[src/rtl/hazard_forward_tracker.sv]
// Shadow-pipeline hazard and forwarding unit: tracks in-flight destination records
// for EXE..WB, produces the ID stall, the EXE operand forward selects and a stall counter.
`timescale 1ns/1ps
module hazard_forward_tracker #(
  parameter int DEPTH      = 3,
  parameter int NUM_SRC    = 2,
  parameter int AW         = 4,
  parameter int LOAD_READY = 2,
  parameter int SEL_W      = $clog2(DEPTH),
  parameter int CNT_W      = 16
) (
  input  logic                     clk,
  input  logic                     rst,
  input  logic                     freeze,
  input  logic                     flush,
  input  logic                     forwarding_en,
  input  logic                     id_valid,
  input  logic [NUM_SRC*AW-1:0]    id_src,
  input  logic [NUM_SRC-1:0]       id_src_used,
  input  logic [AW-1:0]            id_dest,
  input  logic                     id_wb_en,
  input  logic                     id_mem_r_en,
  output logic                     hazard,
  output logic [NUM_SRC*SEL_W-1:0] fwd_sel,
  output logic [CNT_W-1:0]         stall_count
);

  // Per-stage record, index 0 = EXE .. DEPTH-1 = WB
  logic [DEPTH-1:0]        r_vld;
  logic [DEPTH-1:0]        r_wb;
  logic [DEPTH-1:0]        r_ld;
  logic [AW-1:0]           r_dest [DEPTH];
  logic [NUM_SRC-1:0]      r_exe_used;
  logic [NUM_SRC*AW-1:0]   r_exe_src;
  logic [CNT_W-1:0]        r_cnt;

  logic                    w_raw_hazard;
  logic                    w_hazard;
  logic                    w_issue;
  logic [NUM_SRC*SEL_W-1:0] w_fwd_sel;

  function automatic logic [CNT_W-1:0] f_sat_inc(input logic [CNT_W-1:0] v);
    return (&v) ? v : v + CNT_W'(1);
  endfunction

  // ID stage: RAW check of each used source against every in-flight producer
  always_comb begin
    w_raw_hazard = 1'b0;
    for (int i = 0; i < NUM_SRC; i++) begin
      for (int k = 0; k < DEPTH; k++) begin
        if (id_src_used[i] && r_vld[k] && r_wb[k] &&
            (r_dest[k] == id_src[i*AW +: AW])) begin
          // The WB stage writes through the register file, so it never stalls.
          if (!forwarding_en && (k < DEPTH - 1))
            w_raw_hazard = 1'b1;
          if (forwarding_en && r_ld[k] && (k < LOAD_READY - 1))
            w_raw_hazard = 1'b1;
        end
      end
    end
  end

  assign w_hazard = id_valid & w_raw_hazard;
  assign w_issue  = id_valid & ~w_hazard & ~flush;

  // EXE stage: scan oldest to youngest so the youngest valid producer wins
  always_comb begin
    w_fwd_sel = '0;
    for (int i = 0; i < NUM_SRC; i++) begin
      for (int k = DEPTH - 1; k >= 1; k--) begin
        if (forwarding_en && r_exe_used[i] && r_vld[k] && r_wb[k] &&
            (r_dest[k] == r_exe_src[i*AW +: AW]) &&
            !(r_ld[k] && (k < LOAD_READY)))
          w_fwd_sel[i*SEL_W +: SEL_W] = SEL_W'(k);
      end
    end
  end

  // Record control: valid/wb/load/src_used shift, counter tracks stall edges
  always_ff @(posedge clk or posedge rst) begin
    if (rst) begin
      r_vld      <= '0;
      r_wb       <= '0;
      r_ld       <= '0;
      r_exe_used <= '0;
      r_cnt      <= '0;
    end else if (!freeze) begin
      r_vld      <= {r_vld[DEPTH-2:0], w_issue};
      r_wb       <= {r_wb[DEPTH-2:0],  w_issue & id_wb_en};
      r_ld       <= {r_ld[DEPTH-2:0],  w_issue & id_mem_r_en};
      r_exe_used <= w_issue ? id_src_used : '0;
      if (w_hazard)
        r_cnt <= f_sat_inc(r_cnt);
    end
  end

  // Record payload: qualified by the valid/used bits above, so no reset needed
  always_ff @(posedge clk) begin
    if (!freeze) begin
      r_dest[0] <= id_dest;
      for (int k = 1; k < DEPTH; k++)
        r_dest[k] <= r_dest[k-1];
      r_exe_src <= id_src;
    end
  end

  assign hazard      = w_hazard;
  assign fwd_sel     = w_fwd_sel;
  assign stall_count = r_cnt;

endmodule

[config.mk]
export PLATFORM = sky130hd
export DESIGN_NAME = hazard_forward_tracker
export DESIGN_NICKNAME = d
export VERILOG_FILES = /design/src/rtl/hazard_forward_tracker.sv
export SDC_FILE = /design/constraint.sdc
export NUM_CORES = 1
export LEC_CHECK = 0
export ABC_AREA = 1
export BUFFER_PORTS_ARGS = -buffer_cell sky130_fd_sc_hd__buf_2
export CAP_MARGIN = 20
export CORE_MARGIN = 2
export CORE_UTILIZATION = 40
export DETAILED_ROUTE_END_ITERATION = 7
export GPL_TIMING_DRIVEN = 0
export SLEW_MARGIN = 30
export SYNTH_ARGS = -nofsm -noshare
export SYNTH_HDL_FRONTEND = slang
export SYNTH_SLANG_ARGS = --single-unit
[constraint.sdc]
create_clock -name clk -period 3.1 [get_ports clk]
set_input_delay 0.155 -clock clk [delete_from_list [all_inputs] [get_ports clk]]
set_output_delay 0.155 -clock clk [all_outputs]
set_load 0.05 [all_outputs]
* Word level (Yosys, flattened, before mapping)
Memory sizes are Yosys's and may differ from the RTL's.
Index checks and enable logic that the tools add are counted.
** Word-level totals
- Memories kept :: 1
- Word-level logic and storage cells :: 73
- Register bits :: 34
- Bits in writable memories :: 12
** Memory list
- r_dest :: depth 3, bits a word 4, read ports 3, clocked after Yosys merged registers in 0, write ports 3, RTL line 32 : logic [AW-1:0] r_dest [DEPTH];
** Operators by class
- Equal/unequal tests :: 8
- Muxes and demuxes :: 16
- Bitwise gates (word level) :: 9
- $add $sub $neg :: 1
- Reduce and logical (&&, ||, !) cells :: 32
** Operator list (count)
- == test 4 bit :: 8
- logical AND 1 bit :: 29
- adder 16 x 1 -> 16 bit, second input constant :: 1
- AND reduction 16 bit :: 1
- 2-to-1 mux 1 bit :: 11
- 2-to-1 mux 2 bit :: 5
- AND 1 bit :: 5
- NOT 1 bit :: 4
- AND reduction 3 bit :: 1
- zero test 1 bit :: 1

* Longest topological paths before layout
Gate-level depths: netlist of run 1.
- Depth in word-level cells :: 16
- Mapped depth :: 13
- Mapped depth without buffers :: 11

* Worst setup path after synthesis of run 1
No wires, ideal clock.
- Path type :: register -> output
- From :: mem r_dest[1][1], in the netlist r_dest[0][5]
- To :: out fwd_sel[1]
- Path buffers :: 0
- Cell stages (with the launch flop) :: 8
- Arrival time :: 2.434 ns
- Data required time :: 2.945 ns
- Setup slack :: 0.511 ns
- Path through :: edfxtp_1 inv_2 nand2_1 o21ai_0 inv_1 nand2_1 nor2_1 nor4_1
** RTL lines
- from (decl) :: RTL line 32
- to (decl) :: RTL line 24 : output logic [NUM_SRC*SEL_W-1:0] fwd_sel,

==> results of run 1 <==
-- cell families (layout without fill, tap and decap cells) --
family / count (synthesis) / after routing / share of synthesized area (%)
compound gates: 9 / 9 / 2.34
flops: 46 / 46 / 47.8
fa+ha+maj: 1 / 1 / 0.478
xor+xnor: 27 / 27 / 9.04
simple gates: 198 / 198 / 33.5
buf+inv: 42 / 93 / 6.79
-- sequential cells by signal, indices dropped and copies added (netlist names) --
signal	count
r_wb	3
stall_count	16
r_ld	2
r_vld	3
r_exe_used	2
r_exe_src	8
r_dest	12
-- area by class of cell --
cell class / count / area [um^2] / share of cell area (%)
flip-flops and latches: 46 / 1250 / 41.1
multi-input cells: 235 / 1190 / 39.0
repair buffers: 43 / 220 / 7.24
inverters: 36 / 135 / 4.44
well taps: 77 / 96.3 / 3.17
clock buffers: 6 / 72.6 / 2.39
plain buffers: 6 / 42.5 / 1.40
clock inverters: 2 / 37.5 / 1.23
-- synth_stat cells, drive strengths merged --
cell	count
a21oi	2
a31oi	1
buf	5
clkbuf	1
dfrtp	26
edfxtp	20
ha	1
inv	36
nand2	121
nand3	33
nand3b	1
nand4	9
nor2	24
nor3	6
nor3b	1
nor4	2
o21ai	6
or2	1
xnor2	16
xor2	11
-- routing by layer --
metal  part of all wire, %  track usage (%)  wire length [um]
met1                    44             19.6              2390
met3                   3.2             3.21               174
met4                   1.5             5.05                80
met5                     0                0                 0
met2                    51             29.1              2790
-- worst reg2reg max path, delay by kind of cell, from the launching register on --
kind	cells	cell delay [ps]
buf+inv	1	280
compound gates	1	320
flops	1	430
simple gates	4	440
fa+ha+maj	1	270
-- worst paths after layout --
path	to	slack [ps]	cells after the start
worst min-delay path	r_dest[0][0]	30	1
worst max register to register	stall_count[2]	1290	7
min in group asynchronous	r_vld[2]	450	3
worst min register to register	r_dest[0][10]	460	0
worst max-delay path	hazard	1080	11
max in group asynchronous	stall_count[14]	2280	3
-- power by group through the flow --
stage	registers, mW	clock network, mW	logic [mW]
global route	0.700	0.478	0.142
global placement	0.707	0	0.123
CTS	0.695	0.453	0.127
finish	0.695	0.439	0.125
detailed placement	0.708	0	0.126
floorplan	0.705	0	0.0834
-- per-stage QoR --
step / hold slack (ps) / cell area (um^2) / power, mW / setup slack [ps]
after floorplan: 195 / 2620 / 0.788 / 511
after global placement: 332 / 2920 / 0.830 / 1000
after detailed placement: 244 / 2920 / 0.834 / 990
after CTS: 25.6 / 3040 / 1.28 / 1050
after global routing: 18.1 / 3040 / 1.32 / 869
final: 33.7 / 3040 / 1.26 / 1080
-- what timing repair did --
item,4_1_cts,5_1_grt
hold buffers,1,0
setup buffers,0,0
endpoints found under the hold margin,26,0
==> results_dict.tcl, run 1 <==
set metrics [dict create \
    post_cts_resized 0 \
    relSlewSlack_pct 40.4 \
    routed_wirelength_um 5430 \
    drc 0 \
    grt_use_total_pct 16.2 \
    clock_path_buffers 2 \
    path_buf_inv 3 \
    die_area_um2 7200 \
    cp_top_family "simple AND/OR/NAND/NOR gates" \
    ys_top_cells_by_area "dfrtp_1 25%, edfxtp_1 23%, nand2_1 17%" \
    swShare_pct 23.7 \
    synth_top_area_share_pct 24.9 \
    power.leakage_nw 1.52 \
    hold_viol 0 \
    dp_hpwl_um 4140 \
    outcome "finished clean" \
    rows 29 \
    ys_types 27 \
    avgViaCountPerCell 4.79 \
    crit_fanout 9 \
    place_inst 442 \
    clk_pin_slew_ps 80 \
    start_kind "register" \
    rr_startpoint "stall_count[0]" \
    start_util_pct 41.2 \
    p_clk_share_pct 34.9 \
    startpoint "r_dest[0][5]" \
    fill_cells 630 \
    wire_per_inst_um 12.0 \
    cp_slowest_stage_delay_ps 480 \
    final_cell_mix "116 x nand2_1, 43 x buf_2, 33 x nand3_1" \
    synth_nets 346 \
    final_util_pct 47.9 \
    hp-start "id_dest[0]" \
    antenna_left 0 \
    vias 2160 \
    maxCapViolations 0 \
    die_w_um 84.9 \
    worst_ep_required_time_ps 2940 \
    gr-total-overflow 0 \
    place.gp.congestion 0.885 \
    die_h_um 84.9 \
    diodes 0 \
    netlist_area_um2 2620 \
    htreeDepth 2 \
    fin_crit_ps 2020 \
    power_switching_mw 0.298 \
    io_pins 43 \
    drive_gt1_share_pct 18.4 \
    root_buffer "clkbuf_8" \
    setup_tns_ps 0 \
    grt_max_degree 27 \
    area_growth_pct 16.3 \
    core_area_um2 6350 \
    syn-instance-count 323 \
    holdCritPathClass "input port to register" \
    setup_viol 0 \
    comb_power_share_pct 9.9 \
    clock_skew_ps 7.17 \
    layoutNonFillerInstCount 451 \
    cts.sinks 46 \
    yosysTopAreaCell "dfrtp_1" \
    cp.arrival_ps 1860 \
    endpoint_kind "output pin" \
    cts_tree "built" \
    portBuffers 42 \
    clk-insertion-delay-late_ps 290 \
    ys_ff_latch 46 \
    first_iter_violations 97 \
    synth_warnings 0 \
    worst_ir_drop_vdd_v 0.000216 \
    cts_buffers 5 \
    first_pass_iters 4 \
    rsz0062_at_grt "false" \
    fmax_ghz 0.496 \
    power.density_nw_per_um2 414 \
    tightest_slew_ps 893 \
    synth_area_per_cell_um2 8.10 \
    slowest_stage "edfxtp_1" \
    grt_pass1_wl_um 9380 \
    crit_type "register to output pin" \
    intPower_mw 0.961 \
    crit_chain "inv_2, nand2_1, nand2_1, nor2_1, nand3_1, nand2_2, nand2_4, nand2_8, inv_1, nor2_1, buf_2" \
    seqPwrFrac_pct 55.2 \
    grt_pass1_vias 2131 \
    fin_crit_sh_pct 65.1 \
    final_max_slew_viol_count 0 \
    yosysSeqAreaShare_pct 47.8 \
    final_common_cell "nand2_1" \
    num-nets-final 396 \
    antenna_found_initial 0 \
]
No activity file was read; power rests on OpenSTA's default activity.
==> run 2: changes to the inputs <==
==> constraint.sdc (replaced) <==
create_clock -name clk -period 1.85 [get_ports clk]
set_input_delay 0.0925 -clock clk [delete_from_list [all_inputs] [get_ports clk]]
set_output_delay 0.0925 -clock clk [all_outputs]
set_load 0.05 [all_outputs]
==> results_dict.tcl, run 2 (same netlist as run 1, synthesis figures left out) <==
set metrics [dict create \
    cts_tree "built" \
    grt_pass1_wl_um 9820 \
    cts_buffers 5 \
    diodes 0 \
    setup_slack_ps 78.9 \
    relSlewSlack_pct 46.3 \
    start_kind "register" \
    fmax_ghz 0.565 \
    fin_area_um2 3220 \
    crit_type "register to output pin" \
    dp_hpwl_um 4270 \
    portBuffers 42 \
    grt_pass1_vias 2234 \
    largest_reg_flops 16 \
    setup_viol 0 \
    die_h_um 84.9 \
    first_iter_violations 87 \
    routed_wirelength_um 5880 \
    final_util_pct 50.8 \
    avgViaCountPerCell 4.85 \
    worst_ep_required_time_ps 1760 \
    power.density_nw_per_um2 619 \
    fin_crit_ps 1770 \
    grt_use_total_pct 16.9 \
    num-nets-final 410 \
    die_area_um2 7200 \
    cts.sinks 46 \
    final_cell_mix "112 x nand2_1, 39 x buf_2, 33 x nand3_1" \
    antenna_left 0 \
    start_util_pct 41.2 \
    rows 29 \
    gr-total-overflow 0 \
    vias 2255 \
    root_buffer "clkbuf_8" \
    place.gp.congestion 0.867 \
    worst_ir_drop_vdd_v 0.000293 \
    hold_viol 0 \
    fill_cells 603 \
    fin_crit_sh_pct 95.7 \
    die_w_um 84.9 \
    drive_gt1_share_pct 24.5 \
    cp.arrival_ps 1680 \
    endpoint_kind "output pin" \
    dp_slack_ps -230 \
    drc 0 \
    holdCritPathClass "input port to register" \
    grt_max_degree 27 \
    dpl_cell_area_um2 2950 \
    wire_per_inst_um 12.6 \
    antenna_found_initial 0 \
    tightest_slew_ps 801 \
    clk_pin_slew_ps 80 \
    area_growth_pct 23.3 \
    outcome "finished clean" \
    clock_path_buffers 2 \
    htreeDepth 2 \
    clock_skew_ps 9.14 \
    core_area_um2 6350 \
    final_common_cell "nand2_1" \
    maxCapViolations 0 \
    crit_fanout 5 \
    clk-insertion-delay-late_ps 290 \
    first_pass_iters 4 \
    final_max_slew_viol_count 0 \
    power.leakage_nw 1.59 \
    io_pins 43 \
    rsz0062_at_grt "true" \
]
run 2: cell count changes in the layout (fill, tap and decap cells not counted), sizes merged:
cell / previous run / this run
inv: 36 / 35
dlygate4sd3: 1 / 5
clkinvlp: 1 / 0
clkbuf: 7 / 8
bufinv: 1 / 0
buf: 47 / 56
clkinv: 0 / 3
run 2: timing repair:
item	4_1_cts	5_1_grt
cloned	0	0
endpoints found under the hold margin	30	0
gates resized for setup	6	20
endpoints found under the setup margin	1	14
pin swaps	2	22
hold buffers	5	0
buffers inserted	3	7
run 2: area by class of cell:
class                      count  area, um^2  area share, %
sequential                    46        1250           38.9
multi-input combinational    235        1250           38.7
timing repair buffer          57         354           11.0
inverter                      36         138           4.27
tap                           77        96.3           2.99
clock buffer                   6        72.6           2.25
buffer                         6        52.6           1.63
clock inverter                 2        10.0          0.311
run 2: through the flow:
step	power, mW	TNS [ps]	hold slack (ps)	cells
2_1_floorplan	1.32	0	132	323
3_3_place_gp	1.39	-1990	270	442
3_5_place_dp	1.40	-2640	183	442
4_1_cts	2.00	0	9.24	458
5_1_grt	2.09	-75.3	6.70	465
6_report	2.00	0	16.3	465
run 2: critical path: stages (launching register included):
cell      delay [ps]
edfxtp_1         420
buf_6            160
nand2_2           60
nand2_2           60
nor2_2           100
nand3_1           80
nand2_2           90
nand2_4           70
nand2_8           70
inv_4             40
nor2_4            90
buf_8            150
run 2: report_power, final:
part	switching [mW]	leakage, nW	internal [mW]	total [mW]
Clock	0.317	0.0450	0.262	0.580
Combinational	0.143	0.994	0.108	0.250
Sequential	0.0427	0.550	1.12	1.17
Total	0.503	1.59	1.49	2.00
run 2: final timing paths:
kind	start	to	depth (start not counted)	slack (ps)
min in group asynchronous	rst	r_wb[2]	3	390
max reg2reg	r_dest[0][7]	stall_count[1]	13	110
max in group asynchronous	rst	stall_count[0]	3	1060
min reg2reg	r_ld[0]	r_ld[0]	2	490
max	r_dest[0][7]	hazard	11	80
min	freeze	r_wb[2]	2	20
run 2: routing by layer:
layer,vias up,global-route usage [%],part of all wire [%]
met5,-,0,0
met4,0,5.92,2.6
met3,16,3.11,3.3
met2,48,30.3,52
met1,1031,20.3,42
li1,1160,-,-
==> run 3: changes to the inputs <==
--- a/config.mk
+++ b/config.mk
@@ -5,7 +5,6 @@
 export SDC_FILE = /design/constraint.sdc
 export NUM_CORES = 1
 export LEC_CHECK = 0
-export ABC_AREA = 1
 export BUFFER_PORTS_ARGS = -buffer_cell sky130_fd_sc_hd__buf_2
 export CAP_MARGIN = 20
 export CORE_MARGIN = 2
==> results_dict.tcl, run 3 <==
set metrics [dict create \
    synth_common_cells "27 x xor2_1, 26 x dfrtp_1, 20 x edfxtp_1, 20 x xnor2_1, 14 x nor2_1" \
    synth_edf_count 20 \
    hp-start "id_mem_r_en" \
    layoutNonFillerInstCount 314 \
    synth_async_sr_flop_share_pct 56.5 \
    start_kind "register" \
    core_area_um2 5140 \
    synth_most_common_cell "xor2_1" \
    cts_buffers 5 \
    met1_usage_pct 21.9 \
    ys_top_cells_by_area "dfrtp_1 30%, edfxtp_1 28%, xor2_1 11%" \
    vias 1535 \
    worst_ir_drop_vdd_v 0.000333 \
    clk-insertion-delay-late_ps 300 \
    cp.arrival_ps 2010 \
    clk_pin_slew_ps 80 \
    grt_pass1_vias 1512 \
    fin_crit_sh_pct 114 \
    grt_max_degree 27 \
    clock_path_buffers 2 \
    power.leakage_nw 1.30 \
    use_met2_pct 25.9 \
    synth_warnings 0 \
    largest_reg_flops 16 \
    maxCapViolations 0 \
    cts.sinks 46 \
    die_h_um 77.3 \
    p_total_mw 1.98 \
    ys_types 28 \
    crit_fanout 3 \
    place.gp.congestion 0.738 \
    outcome "finished, violations left" \
    clock_skew_ps 7.18 \
    violations "negative setup slack" \
    drc 0 \
    endpoint_kind "output pin" \
    rows 26 \
    cts_tree "built" \
    fin_crit_ps 2100 \
    grt_use_total_pct 16.2 \
    hold_path_depth 3 \
    ys_ff_latch 46 \
    grtUsageMet3_pct 4.00 \
    synth_top_area_share_pct 30.3 \
    syn-instance-count 176 \
    grt_pass1_wl_um 7520 \
    tightest_slew_ps 838 \
    num-nets-final 266 \
    r2r-end "stall_count[7]" \
    wire_per_inst_um 14.6 \
    final_cell_mix "37 x buf_2, 27 x xor2_1, 21 x dfrtp_1" \
    routed_wirelength_um 4570 \
    die_area_um2 5980 \
    root_buffer "clkbuf_8" \
    rsz0062_at_grt "true" \
    io_pins 43 \
    portBuffers 42 \
    fill_cells 490 \
    power.density_nw_per_um2 691 \
    fin_hold_ws_ps 13.1 \
    final_util_pct 55.6 \
    yosysSeqAreaShare_pct 58.2 \
    first_iter_violations 63 \
    r2r_cells 7 \
    rr_startpoint "r_dest[0][6]" \
    netlist_area_um2 2150 \
    crit_type "register to output pin" \
    final_common_cell "buf_2" \
    ys.flop_type "dfrtp_1" \
    synth_nets 199 \
    yosysTopAreaCell "dfrtp_1" \
    dp_hpwl_um 3220 \
    diodes 0 \
    rrSetupSlack_ps -230 \
    place_inst 288 \
    start_util_pct 41.8 \
    relSlewSlack_pct 44.1 \
    gr-total-overflow 0 \
    dp_slack_ps -447 \
    setup_viol 21 \
    holdCritPathClass "input port to register" \
    first_pass_iters 4 \
    fin_area_um2 2860 \
    die_w_um 77.3 \
    avgViaCountPerCell 4.89 \
    synth_area_per_cell_um2 12.2 \
    dpl_cell_area_um2 2470 \
    setup_tns_ps -3250 \
    fmax_ghz 0.476 \
    area_growth_pct 33.0 \
    drive_gt1_share_pct 38.1 \
    final_max_slew_viol_count 0 \
    htreeDepth 2 \
    antenna_left 0 \
    hold_path_end "r_ld[0]" \
    antenna_found_initial 0 \
    grt.busiest_layer "met2" \
    setup_slack_ps -252 \
    worst_ep_required_time_ps 1760 \
    hold_viol 0 \
]
run 3: changes by cell type after synthesis, sizes merged, moves of 5 or more:
| cell | delta |
|---|---|
| mux2 | +5 |
| nand3 | -23 |
| nor2 | -10 |
| and3 | +5 |
| inv | -30 |
| nand2 | -109 |
| xor2 | +16 |
run 3: area by class of cell:
class / count / area [um^2] / area share, %
inverters: 6 / 22.5 / 0.788
well taps: 70 / 87.6 / 3.06
plain buffers: 2 / 18.8 / 0.656
repair buffers: 60 / 412 / 14.4
flip-flops and latches: 46 / 1260 / 44.0
clock buffers: 8 / 80.1 / 2.80
multi-input cells: 122 / 981 / 34.3
run 3: how the worst max path moves through the flow:
stage                       from              end  slack (ps)  depth (start not counted)
detailed placement  r_dest[0][1]   stall_count[3]        -450                          8
global placement    r_dest[0][1]  stall_count[13]        -410                          8
finish              r_dest[0][6]           hazard        -250                          6
CTS                 r_dest[0][6]           hazard        -230                          6
global route        r_dest[0][6]   stall_count[7]        -340                          7
floorplan           r_dest[0][5]   stall_count[7]        -160                          6
run 3: per-layer routing:
| layer | share of wire (%) | vias to the layer above |
|---|---|---|
| met1 | 45 | 750 |
| li1 | - | 746 |
| met3 | 4.5 | 6 |
| met5 | 0 | - |
| met2 | 49 | 33 |
| met4 | 1.3 | 0 |
run 3: power by group:
part	switching [mW]	internal, mW
clock network	0.324	0.269
registers	0.0470	1.12
logic	0.105	0.105
total	0.476	1.50
run 3: kinds of logic (layout without fill, tap and decap cells):
kind of cell             after synthesis  after routing  share of synthesized area (%)
AO/OA/AOI/OAI                         11             11                           4.19
XOR/XNOR                              47             47                           19.2
adder cells (fa/ha/maj)                1              1                          0.582
buffers and inverters                  8             76                           1.45
flip-flops                            46             46                           58.2
multiplexers                           5              5                           2.62
AND/OR/NAND/NOR                       58             58                           13.8
run 3: worst max-delay path, cell delays in order (launching register included):
cell and delay, ps:
edfxtp_1 430, xnor2_1 190, nand4_1 120, or4_4 440, o311ai_4 130, and3_4 260
buf_8 140
run 3: what timing repair did:
item,4_1_cts,5_1_grt
gates resized for setup,26,14
setup endpoints to repair,26,26
hold buffers,5,0
pin swaps,7,4
buffers inserted,10,3
hold endpoints to repair,30,0
